## config.mk

```make
export PLATFORM = sky130hd
export DESIGN_NAME = serial_addsub_flat
export DESIGN_NICKNAME = d
export VERILOG_FILES = /design/src/rtl/serial_addsub_if.sv /design/src/rtl/serial_addsub.sv /design/src/flat_wrapper.sv
export SDC_FILE = /design/constraint.sdc
export NUM_CORES = 1
export LEC_CHECK = 0
export ABC_AREA = 1
export ABC_CLOCK_PERIOD_IN_PS = 3870
export CAP_MARGIN = 10
export CORE_MARGIN = 4
export CORE_UTILIZATION = 50
export CTS_CLUSTER_DIAMETER = 150
export DETAILED_ROUTE_END_ITERATION = 8
export PLACE_DENSITY = 0.82
export SYNTH_ARGS = -nofsm -noshare
export SYNTH_HDL_FRONTEND = slang
export SYNTH_SLANG_ARGS = --single-unit
```

## constraint.sdc

```tcl
create_clock -name clk -period 3.87 [get_ports clk]
set_clock_uncertainty 0.2 [all_clocks]
set_input_delay 0.387 -clock clk [delete_from_list [all_inputs] [get_ports clk]]
set_output_delay 0.387 -clock clk [all_outputs]
set_load 0.01 [all_outputs]
```

## src/rtl/serial_addsub_if.sv

```systemverilog
// Operand/result bundle of the bit-serial adder/subtractor: request side
// (start, sub, a, b) and completion side (busy, done, sum, cout, ovf).
interface serial_addsub_if #(
    parameter int WIDTH = 8
);
    logic             start;
    logic             sub;
    logic [WIDTH-1:0] a;
    logic [WIDTH-1:0] b;
    logic             busy;
    logic             done;
    logic [WIDTH-1:0] sum;
    logic             cout;
    logic             ovf;

    modport master (
        output start, sub, a, b,
        input  busy, done, sum, cout, ovf
    );

    modport slave (
        input  start, sub, a, b,
        output busy, done, sum, cout, ovf
    );
endinterface

```

## src/rtl/serial_addsub.sv

```systemverilog
// Bit-serial adder/subtractor: one full-adder slice and a carry flop walk a
// WIDTH-bit operand pair LSB-first, one bit per clock, behind start/busy/done.
module serial_addsub #(
    parameter int WIDTH = 8
) (
    input  logic           clk,
    input  logic           rst_n,
    serial_addsub_if.slave bus
);
    localparam int            CW       = (WIDTH > 1) ? $clog2(WIDTH) : 1;
    localparam logic [CW-1:0] LAST_BIT = CW'(WIDTH - 1);

    typedef enum logic [1:0] {
        S_IDLE,
        S_RUN,
        S_DONE
    } state_e;

    state_e           state_q, state_d;
    logic [WIDTH-1:0] a_sr_q, a_sr_d;
    logic [WIDTH-1:0] b_sr_q, b_sr_d;
    logic [WIDTH-1:0] res_q, res_d;
    logic [WIDTH-1:0] sum_q, sum_d;
    logic [CW-1:0]    cnt_q, cnt_d;
    logic             c_q, c_d;
    logic             busy_q, busy_d;
    logic             done_q, done_d;
    logic             cout_q, cout_d;
    logic             ovf_q, ovf_d;
    logic             bit_s;
    logic             carry_nxt;

    // The single full-adder slice.
    always_comb begin
        bit_s     = a_sr_q[0] ^ b_sr_q[0] ^ c_q;
        carry_nxt = (a_sr_q[0] & b_sr_q[0]) | (b_sr_q[0] & c_q) | (c_q & a_sr_q[0]);
    end

    always_comb begin
        // NOTE: every _d gets its hold value first, so no path through the case can infer a latch.
        state_d = state_q;
        a_sr_d  = a_sr_q;
        b_sr_d  = b_sr_q;
        res_d   = res_q;
        sum_d   = sum_q;
        cnt_d   = cnt_q;
        c_d     = c_q;
        busy_d  = busy_q;
        done_d  = 1'b0;
        cout_d  = cout_q;
        ovf_d   = ovf_q;

        case (state_q)
            S_RUN: begin
                a_sr_d = a_sr_q >> 1;
                b_sr_d = b_sr_q >> 1;
                res_d  = {bit_s, res_q[WIDTH-1:1]};
                c_d    = carry_nxt;
                cnt_d  = cnt_q + CW'(1);
                if (cnt_q == LAST_BIT) begin
                    // c_q is still the carry into the MSB on this last step.
                    state_d = S_DONE;
                    busy_d  = 1'b0;
                    done_d  = 1'b1;
                    sum_d   = {bit_s, res_q[WIDTH-1:1]};
                    cout_d  = carry_nxt;
                    ovf_d   = c_q ^ carry_nxt;
                end
            end
            default: begin
                state_d = S_IDLE;
                busy_d  = 1'b0;
                if (bus.start) begin
                    // Subtraction is a + ~b + 1, the +1 entering through the carry flop.
                    state_d = S_RUN;
                    busy_d  = 1'b1;
                    a_sr_d  = bus.a;
                    b_sr_d  = bus.sub ? ~bus.b : bus.b;
                    c_d     = bus.sub;
                    cnt_d   = '0;
                    res_d   = '0;
                end
            end
        endcase
    end

    // NOTE: state is updated with <= only, so every flop samples the pre-edge values of the others.
    always_ff @(posedge clk) begin
        if (!rst_n) begin
            state_q <= S_IDLE;
            a_sr_q  <= '0;
            b_sr_q  <= '0;
            res_q   <= '0;
            sum_q   <= '0;
            cnt_q   <= '0;
            c_q     <= 1'b0;
            busy_q  <= 1'b0;
            done_q  <= 1'b0;
            cout_q  <= 1'b0;
            ovf_q   <= 1'b0;
        end else begin
            state_q <= state_d;
            a_sr_q  <= a_sr_d;
            b_sr_q  <= b_sr_d;
            res_q   <= res_d;
            sum_q   <= sum_d;
            cnt_q   <= cnt_d;
            c_q     <= c_d;
            busy_q  <= busy_d;
            done_q  <= done_d;
            cout_q  <= cout_d;
            ovf_q   <= ovf_d;
        end
    end

    assign bus.busy = busy_q;
    assign bus.done = done_q;
    assign bus.sum  = sum_q;
    assign bus.cout = cout_q;
    assign bus.ovf  = ovf_q;
endmodule

```

## src/flat_wrapper.sv

```systemverilog
// flat-port wrapper written by rule: the top's interface ports become plain ports
module serial_addsub_flat 
#(
    parameter int WIDTH = 8
)
  (clk, rst_n, bus_start, bus_sub, bus_a, bus_b, bus_busy, bus_done, bus_sum, bus_cout, bus_ovf);
  serial_addsub_if #(.WIDTH(WIDTH)) bus_i ();
  input  logic clk;
  input  logic rst_n;
  input wire logic [$bits(bus_i.start)-1:0] bus_start;
  input wire logic [$bits(bus_i.sub)-1:0] bus_sub;
  input wire logic [$bits(bus_i.a)-1:0] bus_a;
  input wire logic [$bits(bus_i.b)-1:0] bus_b;
  output wire logic [$bits(bus_i.busy)-1:0] bus_busy;
  output wire logic [$bits(bus_i.done)-1:0] bus_done;
  output wire logic [$bits(bus_i.sum)-1:0] bus_sum;
  output wire logic [$bits(bus_i.cout)-1:0] bus_cout;
  output wire logic [$bits(bus_i.ovf)-1:0] bus_ovf;
  assign bus_i.start = bus_start;
  assign bus_i.sub = bus_sub;
  assign bus_i.a = bus_a;
  assign bus_i.b = bus_b;
  assign bus_busy = bus_i.busy;
  assign bus_done = bus_i.done;
  assign bus_sum = bus_i.sum;
  assign bus_cout = bus_i.cout;
  assign bus_ovf = bus_i.ovf;
  serial_addsub #(.WIDTH(WIDTH)) u_core (.clk(clk), .rst_n(rst_n), .bus(bus_i));
endmodule
```

Word level (Yosys, flattened, before mapping)
Cells that the tools add are included.
W data, S select, Z words.
Storage, ports and cells
  flip-flop bits (word level): 42
  input port bits: 20
  output and inout bits: 12
  logic and storage cells: 49
Cells by class
  add/subtract/negate cells: 1
  equality and inequality tests: 3
  muxes and demuxes: 18
  bitwise logic cells: 10
  reductions and logical operators: 4
Operators by type and width (number)
  $mux W7: 4
  $mux W8: 3
  $not A8 Y8: 1
  $mux W1: 7
  $mux W3: 2
  $mux W2: 2
  $reduce_and A2 Y1: 2
  $add A3 B1 Y3 const B: 1
  $and A1 B1 Y1: 3
  $eq A3 B3 Y1 const B: 1
  $xor A1 B1 Y1: 3
  $eq A2 B1 Y1 const B: 1
  $ne A2 B1 Y1 const B: 1
  $or A1 B1 Y1: 2
  $reduce_bool A2 Y1: 1
  $reduce_or A2 Y1: 1
  $not A1 Y1: 1

Logic depth before layout (Yosys ltp)
Gate-level depths: netlist of the first run.
  word-level depth: 4
  depth in mapped cells: 8
  gate-level depth less buffers: 7

Worst setup path after synthesis of the first run
No wires, ideal clock.
  path kind: register to register
  start point: reg u_core.cnt_q[0]
  end point: reg u_core.ovf_q, in the netlist u_core.bus.ovf
  setup time: 122 ps
  arrival time: 1080 ps
  required time: 3548 ps
  path slack: 2469 ps
  stages on the path, launching flop included: 8
  clock period less this slack: 1401 ps
  cell sequence: dfxtp_1 > ha_1 > ha_1 > nand2_1 > nand2_1 > clkinv_1 > nand2_1 > o21ai_0
Between the ends
  cells in the longest elaborated chain, start to end: 2
RTL lines
  from (decl): line serial_addsub.sv:24  | logic [CW-1:0] cnt_q, cnt_d;
  from (signal assigned): line serial_addsub.sv:107  | cnt_q <= cnt_d;
  $eq A3 B3 Y1: line serial_addsub.sv:60  | if (cnt_q == LAST_BIT) begin
  $reduce_and A2 Y1 (no line)
  to (signal assigned): line serial_addsub.sv:112  | ovf_q <= ovf_d;
  to (decl): line serial_addsub.sv:29  | logic ovf_q, ovf_d;
No other way between the ends.
A chain may end at the register's enable or synchronous reset.

Worst setup path in the final report of the first run
  start point: in rst_n
  end point: reg u_core.b_sr_q[7]
Between the ends
  cells in the longest elaborated chain, start to end: 2
RTL lines
  from (decl): line flat_wrapper.sv:9  | input logic rst_n;
  $not A1 Y1 (no line)
  $reduce_or A2 Y1 (no line)
  to (signal assigned): line serial_addsub.sv:104  | b_sr_q <= b_sr_d;
  to (decl): line serial_addsub.sv:21  | logic [WIDTH-1:0] b_sr_q, b_sr_d;
No other way between the ends.

==> impl_metrics.yaml, run 1 <==
critical_path:
  startpoint_type: "primary input"
  crit_path_end_kind: "flop"
  worstPathArrival_ns: 1.92
  worstSetupPathType: "primary input to flop"
  r2r_cells: 6
  worstReg2RegEnd: "u_core.b_sr_q[1]"
  critical_path_required_ns: 3.94
  r2r_slack_ns: 2.02
  path_max_fanout: 17
  reg2reg_from: "u_core.state_q[1]"
  startpoint: "rst_n"
  crit_end: "u_core.b_sr_q[7]"
route:
  num_vias: 1477
  drt-total-wl_um: 3190
  drtPass1Iterations: 6
  wire_per_inst_um: 10.4
  drt_iter0_markers: 72
  viasPerCell: 4.83
  ant_nets: 0
  drc_errors: 0
global_routing:
  grt_overflow: 0
  met3_usage: 0.0405
  busiest_layer: "met2"
  grt_max_degree: 25
  use_met2: 0.261
  grtUsageMet1: 0.194
  antenna_found_initial: 0
  grt_usage: 0.157
  grt_pass1_wl_um: 5360
  grt_pass1_vias: 1266
yosys:
  synth_fp_nets: 256
  synthCells: 233
  syn_area_mm2: 0.00171
  avgSynthCellArea_um2: 7.35
  yosysUniqueCellTypes: 20
  yosys_warnings: 0
  yosysSeqAreaShare: 0.468
  synth_seq_cells: 40
finish:
  fin_area_mm2: 0.00209
  area_delta_synth_final_pct: 21.9
  n_antenna_cell: 0
  drive_gt1_frac: 0.0534
  seq_area_um2: 801
  nets: 284
  multi_input_comb_area_um2: 773
  fillCellCount: 301
placement:
  place_area_mm2: 0.00201
  place_ws_ns: 1.73
  gp_congestion: 0.788
  hpwl_um: 2200
  io_buffer_count: 31
timing:
  rsz0062_at_grt: "false"
  setup_tns_ns: 0
  fin_ws_ns: 2.02
  max_slew_margin: 0.512
  finalSetupViolations: 0
  fmax_mhz: 541
  period_share: 0.478
  min_period_ns: 1.85
  worstMarginPinSlew_ns: 0.730
  finalMaxSlewViolations: 0
  hold_violations: 0
clock_tree:
  post_cts_resized: 0
  cts.path.max_buffers: 2
  post_cts_buffers: 0
  clkLatencyLatePin_ns: 0.33
  cts.sinks: 40
  cts_tree: "yes"
  cts.root.buffer_cell: "clkbuf_4"
  clk_pin_slew_ns: 0.12
  cts_buffers: 5
  postCtsHoldBufs: 0
  cts_max_level: 2
power_and_ir_drop:
  ir_worst_vdd_mv: 0.240
  power.total_mw: 0.797
  p_leak_nw: 0.933
  p_per_area_mw_per_mm2: 382
die:
  boundaryPins: 32
  row_count: 20
  die_y_um: 66.5
  core_area_mm2: 0.00315
  die_w_um: 66.5
  dieArea_mm2: 0.00442
  start_util: 0.543
status:
  outcome: "complete, no violations"
min_path:
  hold_class: "flop to flop"
run:
  cap_violations: 0
[metrics by stage]
stage / cells / utilization / hold WS (ns)
after detailed placement: 298 / 0.637 / 0.233
final: 306 / 0.662 / 0.254
after floorplan: 233 / - / 0.226
after global routing: 306 / 0.662 / 0.271
after CTS: 306 / 0.662 / 0.256
after global placement: 298 / 0.637 / 0.228
[per-layer routing]
layer | vias to the layer above | wire (um)
li1 | 782 | -
met5 | - | 0
met1 | 634 | 1500
met3 | 4 | 186
met2 | 57 | 1490
met4 | 0 | 17
[state kept, by name (all words and copies together), names as in the netlist]
| register | cells |
|---|---|
| u_core.a_sr_q | 8 |
| u_core.b_sr_q | 8 |
| u_core.bus.cout | 1 |
| u_core.bus.done | 1 |
| u_core.bus.ovf | 1 |
| u_core.bus.sum | 8 |
| u_core.c_q | 1 |
| u_core.cnt_q | 3 |
| u_core.res_q | 7 |
| u_core.state_q | 2 |
[critical path: stages]
cell and delay, ns:
clkdlybuf4s50_1 0.75, inv_1 0.37, nor2_1 0.21, o21ai_1 0.08
a21oi_1 0.11
[cell type report]
cell class,instances,area share
clock inverter,3,0.0204
sequential,40,0.384
clock buffer,5,0.0180
tap,44,0.0264
inverter,16,0.0288
multi-input combinational,166,0.371
timing repair buffer,32,0.152
[synth_stat cells]
cell	count	area, um2
a21boi_1	1	7.51
a21oi_1	11	55.1
buf_2	5	25.0
buf_4	2	15.0
buf_6	3	33.8
clkbuf_1	1	3.75
clkinv_1	1	3.75
dfxtp_1	40	801
fa_1	1	20.0
ha_1	2	25.0
inv_1	13	48.8
inv_2	2	7.51
nand2_1	82	308
nand3_1	31	155
nand3_2	1	10.0
nor2_1	23	86.3
nor2_2	2	12.5
o21ai_0	1	5.00
o21ai_1	2	10.0
xnor2_1	9	78.8
[cell families (layout without fill, tap and decap cells)]
group,Yosys count,in the layout,synth area share
flip-flops,40,40,0.468
AND/OR/NAND/NOR,139,139,0.334
XOR/XNOR,9,9,0.0461
AO/OA/AOI/OAI,15,15,0.0453
buffers and inverters,27,56,0.0804
adder cells (fa/ha/maj),3,3,0.0263
[power by group]
group	switching, mW	total [mW]	internal, mW
sequential	0.00855	0.435	0.426
combinational	0.0498	0.0927	0.0429
clock	0.135	0.270	0.135
total	0.194	0.797	0.604
[worst min-delay path by stage]
| stage | from | end | slack [ns] | cells past startpoint |
|---|---|---|---|---|
| 3_3_place_gp | u_core.bus.sum[4] | u_core.bus.sum[4] | 0.23 | 2 |
| 6_report | u_core.bus.sum[0] | u_core.bus.sum[0] | 0.25 | 2 |
| 2_1_floorplan | u_core.res_q[1] | u_core.bus.sum[0] | 0.23 | 2 |
| 3_5_place_dp | u_core.bus.sum[0] | u_core.bus.sum[0] | 0.23 | 2 |
| 5_1_grt | u_core.bus.sum[0] | u_core.bus.sum[0] | 0.27 | 2 |
| 4_1_cts | u_core.bus.sum[7] | u_core.bus.sum[7] | 0.26 | 2 |
[layout by cell type (no fill, tap or decap), drive strengths merged]
cell	n
clkbuf	5
a21oi	11
nor2	25
clkdlybuf4s50	31
buf	1
o21ai	3
xnor2	9
inv	15
a21boi	1
nand3	32
ha	2
dfxtp	40
clkinv	2
fa	1
clkinvlp	1
nand2	82
bufinv	1
(Power assumes the default switching activity.)
==> run 2, diff against run 1 <==
--- a/config.mk
+++ b/config.mk
@@ -6,7 +6,7 @@
 export NUM_CORES = 1
 export LEC_CHECK = 0
 export ABC_AREA = 1
-export ABC_CLOCK_PERIOD_IN_PS = 3870
+export ABC_CLOCK_PERIOD_IN_PS = 1800
 export CAP_MARGIN = 10
 export CORE_MARGIN = 4
 export CORE_UTILIZATION = 50
==> constraint.sdc (replaced) <==
create_clock -name clk -period 1.8 [get_ports clk]
set_clock_uncertainty 0.2 [all_clocks]
set_input_delay 0.18 -clock clk [delete_from_list [all_inputs] [get_ports clk]]
set_output_delay 0.18 -clock clk [all_outputs]
set_load 0.01 [all_outputs]
==> run 2 against run 1 <==
  * Register-to-register slack got worse by 1.8 ns
  * First-iteration DRC count decreased by 19%
  * Global-route usage increased by 1.4 points
  * Die area unchanged
  * Non-clock buffer count increased by 8
==> impl_metrics.yaml, run 2 (same netlist as run 1, synthesis figures left out) <==
status:
  outcome: "complete, no violations"
run:
  cap_violations: 0
critical_path:
  critical_path_required_ns: 1.42
  crit_path_top_delay_cell: "clkdlybuf4s50_1"
  slowest_delay_ns: 0.55
  worstPathArrival_ns: 1.27
  r2r_cells: 7
  crit_path_end_kind: "output pin"
  worstSetupPathType: "flop to output pin"
  cp.buffers_inverters: 1
  startpoint_type: "flop"
  cp_top_family: "buffers and inverters"
  startpoint: "u_core.state_q[0]"
  crit_chain: "clkdlybuf4s50_1"
  worstReg2RegEnd: "u_core.bus.ovf"
  path_max_fanout: 3
  r2r_slack_ns: 0.21
  reg2reg_from: "u_core.cnt_q[0]"
route:
  drc_errors: 0
  ant_nets: 0
  drt-total-wl_um: 3340
  drt_iter0_markers: 58
  viasPerCell: 4.82
  num_vias: 1512
  drtPass1Iterations: 4
  wire_per_inst_um: 10.6
timing:
  rsz0062_at_grt: "false"
  fmax_mhz: 604
  fin_ws_ns: 0.145
  finalSetupViolations: 0
  period_share: 0.919
  min_period_ns: 1.65
  max_slew_margin: 0.748
  worstMarginPinSlew_ns: 0.377
  finalMaxSlewViolations: 0
  hold_violations: 0
  setup_tns_ns: 0
die:
  boundaryPins: 32
  row_count: 20
  die_y_um: 66.5
  core_area_mm2: 0.00315
  die_w_um: 66.5
  start_util: 0.543
  dieArea_mm2: 0.00442
finish:
  fillCellCount: 290
  mostFrequentLayoutCell: "nand2_1"
  layout.cells.most_common_list: "nand2_1, dfxtp_1, nand3_1, clkdlybuf4s50_1, nor2_1"
  area_delta_synth_final_pct: 25.4
  stdcell_count: 314
  drive_gt1_frac: 0.0815
  post-route-util: 0.681
  n_antenna_cell: 0
  nets: 292
clock_tree:
  clk_pin_slew_ns: 0.12
  cts.root.buffer_cell: "clkbuf_4"
  postCtsHoldBufs: 0
  post_cts_resized: 0
  cts_tree: "yes"
  cts.sinks: 40
  clkLatencyLatePin_ns: 0.35
  cts.path.max_buffers: 2
  cts_buffers: 5
  post_cts_buffers: 0
  cts_max_level: 2
global_routing:
  grt_max_degree: 17
  grt_pass1_vias: 1358
  grt_overflow: 0
  antenna_found_initial: 0
  grt_usage: 0.172
  grt_pass1_wl_um: 5790
power_and_ir_drop:
  p_per_area_mw_per_mm2: 810
  ir_worst_vdd_mv: 0.514
  p_leak_nw: 0.972
min_path:
  whs_endpoint: "u_core.a_sr_q[7]"
  hold_class: "primary input to flop"
  holdPathStages: 3
  min-delay-start: "bus_a[7]"
placement:
  place_ws_ns: 0.224
  io_buffer_count: 31
  placed_cells: 306
  gp_congestion: 0.802
  hpwl_um: 2400
run 2: power by group:
part | internal [mW] | switching, mW
Clock | 0.289 | 0.299
Sequential | 0.916 | 0.0185
Combinational | 0.105 | 0.111
Total | 1.31 | 0.429
run 2: area by class of cell:
| type | instances | area (um2) | share of cell area |
|---|---|---|---|
| timing repair buffer | 40 | 378 | 0.176 |
| clock buffer | 5 | 37.5 | 0.0175 |
| sequential | 40 | 801 | 0.373 |
| clock inverter | 3 | 42.5 | 0.0198 |
| tap | 44 | 55.1 | 0.0256 |
| inverter | 16 | 60.1 | 0.0280 |
| multi-input combinational | 166 | 773 | 0.360 |
run 2: per-layer routing:
metal,global-route usage,share of wire,wire [um],vias to the layer above
met4,0.0635,0.016,52,0
met2,0.292,0.47,1570,45
met3,0.0523,0.062,208,6
li1,-,-,-,795
met5,0,0,0,-
met1,0.201,0.45,1510,666
run 2: per-stage QoR:
step / cell area, um2 / hold slack, ns / total power [mW]
2_1_floorplan: 1710 / 0.127 / 1.09
3_3_place_gp: 2070 / 0.228 / 1.17
6_report: 2150 / 0.196 / 1.74
4_1_cts: 2150 / 0.188 / 1.76
5_1_grt: 2150 / 0.193 / 1.83
3_5_place_dp: 2070 / 0.233 / 1.17
run 2: worst register-to-register path, cell delays in order, from the launching register on:
cell and delay (ns):
dfxtp_1 0.37, ha_1 0.16, ha_1 0.17, nand2_1 0.06
nand2_1 0.09, clkinv_1 0.25, nand2_1 0.12, o21ai_0 0.08
run 2: worst max-delay path by stage:
stage / cells past startpoint / slack (ns) / end
2_1_floorplan: 7 / 0.40 / u_core.bus.ovf
3_3_place_gp: 7 / 0.21 / u_core.bus.ovf
3_5_place_dp: 7 / 0.22 / u_core.bus.ovf
4_1_cts: 1 / 0.12 / bus_ovf
5_1_grt: 7 / 0.007 / u_core.bus.sum[0]
6_report: 1 / 0.15 / bus_busy
